--- src/rtl/array_writer_pkg.sv ---
// Shared types and helpers for the array_writer table loader.
package array_writer_pkg;

   typedef enum logic [1:0] {
      IDLE = 2'd0,
      LOAD = 2'd1,
      DONE = 2'd2
   } array_writer_state_t;

   function automatic int depth(input int addr_bits);
      return 1 << addr_bits;
   endfunction

endpackage

--- src/rtl/array_writer_if.sv ---
// Load stream, read port and status bundle for array_writer.
interface array_writer_if #(
   parameter int ADDR_BITS = 2,
   parameter int WIDTH     = 18
) ();
   import array_writer_pkg::*;

   logic                        start;
   logic signed [WIDTH-1:0]     in_data;
   logic                        in_valid;
   logic                        in_ready;
   logic        [ADDR_BITS-1:0] rd_addr;
   logic signed [WIDTH-1:0]     rd_data;
   logic                        busy;
   logic                        done;
   logic        [ADDR_BITS:0]   wr_count;

   modport master (
      output start, in_data, in_valid, rd_addr,
      input  in_ready, rd_data, busy, done, wr_count
   );

   modport slave (
      input  start, in_data, in_valid, rd_addr,
      output in_ready, rd_data, busy, done, wr_count
   );

endinterface

--- src/rtl/array_writer_mem.sv ---
// DEPTH x WIDTH register file, one write port, one registered read port.
// ARRAY_WRITER_BYPASS_EN selects write-first on a same-address collision.
module array_writer_mem
   import array_writer_pkg::*;
#(
   parameter int ADDR_BITS = 2,
   parameter int WIDTH     = 18
) (
   input  logic                        clk,
   input  logic                        rst,
   input  logic                        i_wr_en,
   input  logic        [ADDR_BITS-1:0] i_wr_addr,
   input  logic signed [WIDTH-1:0]     i_wr_data,
   input  logic        [ADDR_BITS-1:0] i_rd_addr,
   output logic signed [WIDTH-1:0]     o_rd_data
);

   localparam int DEPTH = depth(ADDR_BITS);

   logic signed [WIDTH-1:0] r_mem [DEPTH];
   logic signed [WIDTH-1:0] r_rd_data;
   logic signed [WIDTH-1:0] w_rd_next;

`ifdef ARRAY_WRITER_BYPASS_EN
   always_comb begin
      w_rd_next = r_mem[i_rd_addr];
      if (i_wr_en && (i_wr_addr == i_rd_addr)) begin
         w_rd_next = i_wr_data;
      end
   end
`else
   // Read-before-write: the array read sees the pre-edge contents.
   always_comb begin
      w_rd_next = r_mem[i_rd_addr];
   end
`endif

   always_ff @(posedge clk or negedge rst) begin
      if (!rst) begin
         for (int i = 0; i < DEPTH; i++) begin
            r_mem[i] <= '0;
         end
         r_rd_data <= '0;
      end else begin
         if (i_wr_en) begin
            r_mem[i_wr_addr] <= i_wr_data;
         end
         r_rd_data <= w_rd_next;
      end
   end

   assign o_rd_data = r_rd_data;

endmodule

--- src/rtl/array_writer.sv ---
// Top level: load FSM, write pointer and write counter around the table.
// Optional macro ARRAY_WRITER_BYPASS_EN (see array_writer_mem).
module array_writer
   import array_writer_pkg::*;
#(
   parameter int ADDR_BITS = 2,
   parameter int WIDTH     = 18,
   parameter int EXPONENT  = -12
) (
   input  logic          clk,
   input  logic          rst,
   array_writer_if.slave bus
);

   localparam logic [ADDR_BITS-1:0] LAST_ADDR = {ADDR_BITS{1'b1}};

   // EXPONENT is format metadata only; reject a binary point outside any sane range.
   if (EXPONENT > WIDTH || EXPONENT < -4 * WIDTH) begin : g_exp_chk
      $error("array_writer: EXPONENT out of range for WIDTH");
   end

   array_writer_state_t         r_state;
   logic        [ADDR_BITS-1:0] r_ptr;
   logic        [ADDR_BITS:0]   r_wr_count;
   logic                        r_busy;
   logic                        r_in_ready;
   logic                        r_done;
   logic                        w_xfer;
   logic signed [WIDTH-1:0]     w_rd_data;

   assign w_xfer = bus.in_valid && r_in_ready;

   always_ff @(posedge clk or negedge rst) begin
      if (!rst) begin
         r_state    <= IDLE;
         r_ptr      <= '0;
         r_wr_count <= '0;
         r_busy     <= 1'b0;
         r_in_ready <= 1'b0;
         r_done     <= 1'b0;
      end else begin
         case (r_state)
            IDLE, DONE: begin
               if (bus.start) begin
                  r_state    <= LOAD;
                  r_ptr      <= '0;
                  r_wr_count <= '0;
                  r_done     <= 1'b0;
                  r_busy     <= 1'b1;
                  r_in_ready <= 1'b1;
               end
            end
            LOAD: begin
               if (w_xfer) begin
                  r_ptr      <= r_ptr + ADDR_BITS'(1);
                  r_wr_count <= r_wr_count + (ADDR_BITS+1)'(1);
                  if (r_ptr == LAST_ADDR) begin
                     r_state    <= DONE;
                     r_busy     <= 1'b0;
                     r_in_ready <= 1'b0;
                     r_done     <= 1'b1;
                  end
               end
            end
            default: begin
               r_state    <= IDLE;
               r_busy     <= 1'b0;
               r_in_ready <= 1'b0;
               r_done     <= 1'b0;
            end
         endcase
      end
   end

   array_writer_mem #(
      .ADDR_BITS (ADDR_BITS),
      .WIDTH     (WIDTH)
   ) u_mem (
      .clk       (clk),
      .rst       (rst),
      .i_wr_en   (w_xfer),
      .i_wr_addr (r_ptr),
      .i_wr_data (bus.in_data),
      .i_rd_addr (bus.rd_addr),
      .o_rd_data (w_rd_data)
   );

   assign bus.in_ready = r_in_ready;
   assign bus.busy     = r_busy;
   assign bus.done     = r_done;
   assign bus.wr_count = r_wr_count;
   assign bus.rd_data  = w_rd_data;

endmodule

--- src/flat_wrapper.sv ---
// flat-port wrapper written by rule: the top's interface ports become plain ports
module array_writer_flat import array_writer_pkg::*;
#(
   parameter int ADDR_BITS = 2,
   parameter int WIDTH     = 18,
   parameter int EXPONENT  = -12
)
  (clk, rst, bus_start, bus_in_data, bus_in_valid, bus_rd_addr, bus_in_ready, bus_rd_data, bus_busy, bus_done, bus_wr_count);
  array_writer_if #(.ADDR_BITS(ADDR_BITS), .WIDTH(WIDTH)) bus_i ();
  input  logic clk;
  input  logic rst;
  input wire logic [$bits(bus_i.start)-1:0] bus_start;
  input wire logic [$bits(bus_i.in_data)-1:0] bus_in_data;
  input wire logic [$bits(bus_i.in_valid)-1:0] bus_in_valid;
  input wire logic [$bits(bus_i.rd_addr)-1:0] bus_rd_addr;
  output wire logic [$bits(bus_i.in_ready)-1:0] bus_in_ready;
  output wire logic [$bits(bus_i.rd_data)-1:0] bus_rd_data;
  output wire logic [$bits(bus_i.busy)-1:0] bus_busy;
  output wire logic [$bits(bus_i.done)-1:0] bus_done;
  output wire logic [$bits(bus_i.wr_count)-1:0] bus_wr_count;
  assign bus_i.start = bus_start;
  assign bus_i.in_data = bus_in_data;
  assign bus_i.in_valid = bus_in_valid;
  assign bus_i.rd_addr = bus_rd_addr;
  assign bus_in_ready = bus_i.in_ready;
  assign bus_rd_data = bus_i.rd_data;
  assign bus_busy = bus_i.busy;
  assign bus_done = bus_i.done;
  assign bus_wr_count = bus_i.wr_count;
  array_writer #(.ADDR_BITS(ADDR_BITS), .WIDTH(WIDTH), .EXPONENT(EXPONENT)) u_core (.clk(clk), .rst(rst), .bus(bus_i));
endmodule
--- config.mk ---
export PLATFORM = sky130hd
export DESIGN_NAME = array_writer_flat
export DESIGN_NICKNAME = d
export VERILOG_FILES = /design/src/rtl/array_writer_pkg.sv /design/src/rtl/array_writer_if.sv /design/src/rtl/array_writer_mem.sv /design/src/rtl/array_writer.sv /design/src/flat_wrapper.sv
export SDC_FILE = /design/constraint.sdc
export NUM_CORES = 1
export LEC_CHECK = 0
export BUFFER_PORTS_ARGS = -buffer_cell sky130_fd_sc_hd__buf_4
export CAP_MARGIN = 20
export CORE_ASPECT_RATIO = 1.4
export CORE_UTILIZATION = 52
export CTS_CLUSTER_DIAMETER = 40
export DETAILED_ROUTE_END_ITERATION = 10
export HOLD_SLACK_MARGIN = 0.1
export MAX_ROUTING_LAYER = met4
export PLACE_DENSITY = 0.82
export SLEW_MARGIN = 20
export SYNTH_ARGS = -nofsm -noshare
export SYNTH_HDL_FRONTEND = slang
export SYNTH_SLANG_ARGS = --single-unit
export TNS_END_PERCENT = 30
--- constraint.sdc ---
create_clock -name clk -period 1.6 [get_ports clk]
set_input_delay 0.32 -clock clk [delete_from_list [all_inputs] [get_ports clk]]
set_output_delay 0.32 -clock clk [all_outputs]
set_load 0.01 [all_outputs]
======== After elaboration in Yosys (flattened, before gate mapping) ========
Cells that the tools add are included.
word-level totals
  memory bits (writable) .................. 0
  register bits ........................... 99
  bits in latches ......................... 0
  memories kept ........................... 0
  output and inout port bits .............. 24
  memory bits (read-only) ................. 0
cells by class
  add/sub/neg operators ................... 2
  bitwise gates (word level) .............. 2
  reductions and logical operators ........ 7
  div/mod/pow operators ................... 0
  $mul .................................... 0
  magnitude comparators ................... 3
  mux-type cells .......................... 24
  shift operators ......................... 0
  eq/ne operators ......................... 6
operator list
  cell                   count
  $bwmux W72             1
  $mux W18               3
  $bmux W18 S2           1
  $demux W18 S2          1
  $mux W2                5
  $pmux W2 S2            2
  $ge A3 B3 Y1 const B   2
  $mux W1                6
  $mux W3                2
  $not A2 Y3             2
  $pmux W3 S2            1
  $reduce_and A3 Y1      2
  $eq A2 B2 Y1 const B   2
  $ne A2 B2 Y1 const B   2
  $pmux W1 S2            2
  $add A3 B1 Y3 const B  1
  $lt A3 B1 Y1 const B   1
  $add A2 B1 Y2 const B  1
  $eq A2 B1 Y1 const B   1
  $logic_and A1 B1 Y1    2
  $logic_not A2 Y1       1
  $ne A2 B1 Y1 const B   1
  $reduce_bool A2 Y1     1
  $reduce_or A2 Y1       1

======== Logic depth before layout (Yosys ltp) ========
  word-level depth ........................ 6
  mapped depth ............................ 5
  depth with buffers taken out ............ 4

======== By module ========
A second synthesis with hierarchy kept.
second synthesis, totals
  cells, all modules ...................... 226
  area, all modules ....................... 3960.0 µm²
by module, submodules not included
  module            times used  area each (µm²)  cells an instance  seq. area each (µm²)
  array_writer_mem  1           3577.2           193                2252.2
  array_writer      1           382.9            33                 175.2

======== Least setup slack after synthesis ========
No wires, ideal clock.
  path kind ............................... register -> register
  start point ............................. register u_core.r_ptr[0]
  end point ............................... register u_core.u_mem.r_mem[25] (netlist name)
  library setup time ...................... 0.125 ns
  stages on the path, launching flop included .. 6
  path slack .............................. 0.119 ns
  arrival ................................. 1.356 ns
  cell sequence ........................... dfrtp_1 inv_1 ha_1 nand3_4 buf_2 mux2_2
between the ends
  word-level cells in the longest chain between the ends .. 6
  elaborated cells between the ends (all ways) .. 7
  those cells by class .................... order compare: 2; mux: 3; bitwise: 1; reduce/logical: 1
ends and longest elaborated chain
  item                                                                       RTL line                text
  start, declared                                                            array_writer.sv:23      logic [ADDR_BITS-1:0] r_ptr;
  start signal, assigned                                                     array_writer.sv:55      r_ptr <= r_ptr + ADDR_BITS'(1);
  $not A2 Y3 (not written as such) (*)                                       array_writer_mem.sv:46  r_mem[i_wr_addr] <= i_wr_data;
  $ge A3 B3 Y1 (not written as such) / $lt A3 B1 Y1 (equally long branches)  array_writer_mem.sv:46
  $logic_and A1 B1 Y1 (not written as such)                                  array_writer_mem.sv:46
  $mux W18 (not written as such)                                             array_writer_mem.sv:46
  $demux W18 S2 (*)                                                          array_writer_mem.sv:46
  $bwmux W72 (*)                                                             array_writer_mem.sv:46
  end signal, assigned by index                                              array_writer_mem.sv:46
  end, declared                                                              array_writer_mem.sv:20  logic signed [WIDTH-1:0] r_mem [DEPTH];
Mark *: on every way between the ends. The rest lies on a longest branch, timed or not.
A chain may end at the register's enable or synchronous reset.

==> flow_summary.ini <==
[die]
die_x_um = 76.5
fp.dieArea_sq_mm = 0.00814
ios = 48
initial_core_util_pct = 54.2
core_sq_mm = 0.00745
die_h_um = 106
rows = 37

[pwr]
power.density_mw_per_mm2 = 1970
power_frac_clock_pct = 22.3
power_leakage_nw = 2.15
p_seq_share_pct = 45.2
power_w = 0.00955
vdd_ir_drop_max_mv = 1.04
intPower_w = 0.00701
combPwrFrac_pct = 32.5
p_switching_w = 0.00253
switching_share_pct = 26.5

[final_layout]
fin_nets = 315
stdcell_count = 387
drive_gt1_share_pct = 57.9
diodes = 0
syn_to_final_growth_pct = 19.7

[sta]
hold_viol_final = 0
fin_skew_ns = 0.00415
rsz0062_at_grt = false
tightest_slew_ns = 0.415
min_period_ns = 1.53
fmaxAchievable_mhz = 652
slew-limit-headroom_pct = 72.3
drv_slew = 0
setup_viol = 0
setup_tns_ns = 0
finalCritPeriodShare_pct = 95.9
setup_ws_ns = 0.0661

[critical_path]
crit_path_max_fanout = 13
crit_path_max_incr_delay_ns = 0.48
crit_top_cell = buf_4
crit_path_start_kind = register
crit_path_start = u_core.r_state[0]
endpoint_kind = primary output
crit_path_cell_trace = buf_4 > buf_4
reg2reg_depth = 4
r2r_end = u_core.u_mem.r_mem[40]
crit_required_ns = 1.28
worstSetupPathType = reg2out
critical_path.top_delay_family = flip-flops
path_depth = 2
reg2reg_from = u_core.r_ptr[1]
crit_arrival_ns = 1.21
cp_num_buf_inv = 2
cp_slowest_cell = dfrtp_2
rrSetupSlack_ns = 0.07
setup.worst_path.end = bus_in_ready

[clock_tree]
clock_latency_ns = 0.35
cts_tree = yes
cts_buffers = 9
h-tree-depth = 3
cts_sinks = 97
cts.clk_slew.worst_paths_ns = 0.08
cts_buffer_depth = 2
cts_root_buffer = clkbuf_8

[global_route]
grt_antenna_before_repair = 0
track_usage_pct = 19.3
grt_pass1_wl_um = 11400
grt_max_degree = 37
grt_pass1_vias = 2234
grt_overflow = 0

[placement]
dp.cells = 369
numPortBuffers = 47
gp_congestion = 0.738
dp_slack_ns = 0.0211
place_hpwl_um = 4410

[synthesis]
yosys_warnings = 0
synth_cells = 232
ys.flop_type = dfrtp_1
synth_common_cells = dfrtp_1 (97), mux2_2 (72), mux4_2 (18)
synth_top_cell_by_area = dfrtp_1
yosysMostFrequentCell = dfrtp_1
synth-edff-count = 0
syn_nets = 261
netlist_area_sq_mm = 0.00404
synthTopCellsByArea = dfrtp_1 (60%), mux2_2 (20%), mux4_2 (10%), nand3_4 (1.7%), ha_1 (1.5%)
ys_ff_latch = 97
async_reset_ff_share_pct = 100
avgSynthCellArea_sq_um = 17.4
synth_cell_types = 26
yosysTopAreaCellShare_pct = 60.0
ys_seq_area_share_pct = 60.0

[detailed_routing]
vias = 2088
routedWlPerCell_um = 17.6
drt-total-wl_um = 6800
dr.pass1.iters = 4
drt-vias-per-instance = 5.40
drcViolationCount = 0
drtIter0Drc = 91
antenna_left = 0

[outcome]
status = completed

[hold_path]
hold_path_depth = 2
hold_path.class = in2reg

[flow_run]
maxCapViolations = 0
==> cell families (layout without fill, tap and decap cells) <==
logic type | count (synthesis) | count (layout) | share of synthesized area, %
AO/OA/AOI/OAI | 6 | 6 | 1.05
XOR/XNOR | 3 | 3 | 0.650
adder cells (fa/ha/maj) | 5 | 5 | 1.55
buffers and inverters | 15 | 73 | 2.38
flip-flops | 97 | 97 | 60.0
multiplexers | 94 | 94 | 31.2
AND/OR/NAND/NOR | 12 | 12 | 3.09
==> flip-flops by register name, indices dropped and copies added, names as in the netlist <==
| name | flops |
|---|---|
| u_core.r_ptr | 2 |
| u_core.u_mem.o_rd_data | 18 |
| u_core.bus.done | 1 |
| u_core.bus.wr_count | 3 |
| u_core.r_state | 1 |
| u_core.u_mem.r_mem | 72 |
==> layout make-up <==
class	instances	area, sq um
fill	511	2610
clock buffer	9	124
timing repair buffer	56	485
sequential	97	2430
multi-input combinational	120	1520
inverter	2	7.51
clock inverter	6	155
tap	97	121
==> worst min path at each step <==
stage | start | to
after global placement | rst | u_core.u_mem.o_rd_data[10]
final | bus_start | u_core.bus.done
after detailed placement | rst | u_core.u_mem.o_rd_data[10]
after CTS | bus_start | u_core.bus.done
after global routing | bus_start | u_core.bus.done
after floorplan | rst | u_core.bus.done
==> stage by stage <==
step / util, % / cell area, sq um / hold WS [ns]
global placement: 60.7 / 4520 / 0.284
finish: 64.9 / 4840 / 0.208
floorplan: - / 4040 / 0.0244
global route: 64.9 / 4840 / 0.208
CTS: 64.6 / 4810 / 0.183
detailed placement: 60.7 / 4520 / 0.287
==> cell usage in the layout, fill, tap and decap left out <==
cell           synthesis  layout
ha_1                   5       5
inv_1                  2       1
a21o_1                 2       2
clkinv_2               0       1
a22o_1                 2       2
mux4_2                18      18
bufinv_16              0       5
buf_12                 0       5
mux2_2                72      72
xnor2_1                2       2
dfrtp_2                0       1
mux2_4                 1       1
mux2_1                 1       1
nor2_1                 1       1
dlygate4sd3_1          0       1
a21oi_1                1       1
nand3_1                1       1
inv_2                  0       1
clkbuf_8               0       9
nand3_4                4       4
nand3b_1               1       1
o21ai_0                1       1
nor3_1                 1       1
mux2i_1                2       2
nor2b_4                1       1
nand2b_1               2       2
nor3b_1                1       1
buf_4                  5      50
dfrtp_1               97      96
xor2_1                 1       1
==> power groups by stage <==
stage | Clock (W) | Combinational (W) | Sequential (W)
3_5_place_dp | 0 | 0.00307 | 0.00436
6_report | 0.00213 | 0.00310 | 0.00432
5_1_grt | 0.00228 | 0.00335 | 0.00445
4_1_cts | 0.00219 | 0.00308 | 0.00431
2_1_floorplan | 0 | 0.00213 | 0.00429
3_3_place_gp | 0 | 0.00297 | 0.00427
==> what timing repair did <==
action | in CTS | in global routing
gates cloned | 0 | 0
setup buffers | 0 | 2
hold endpoints to repair | 29 | 0
hold buffers | 1 | 0
endpoints found under the setup margin | 2 | 36
resized for setup | 1 | 1
==> metal layers <==
metal | wire (um) | vias up | track usage, %
li1 | - | 949 | -
met1 | 2940 | 1091 | 23.9
met2 | 3520 | 38 | 31.2
met3 | 219 | 10 | 3.86
met4 | 114 | 0 | 7.83
met5 | 0 | - | -
Power figures use the tool's default switching activity.
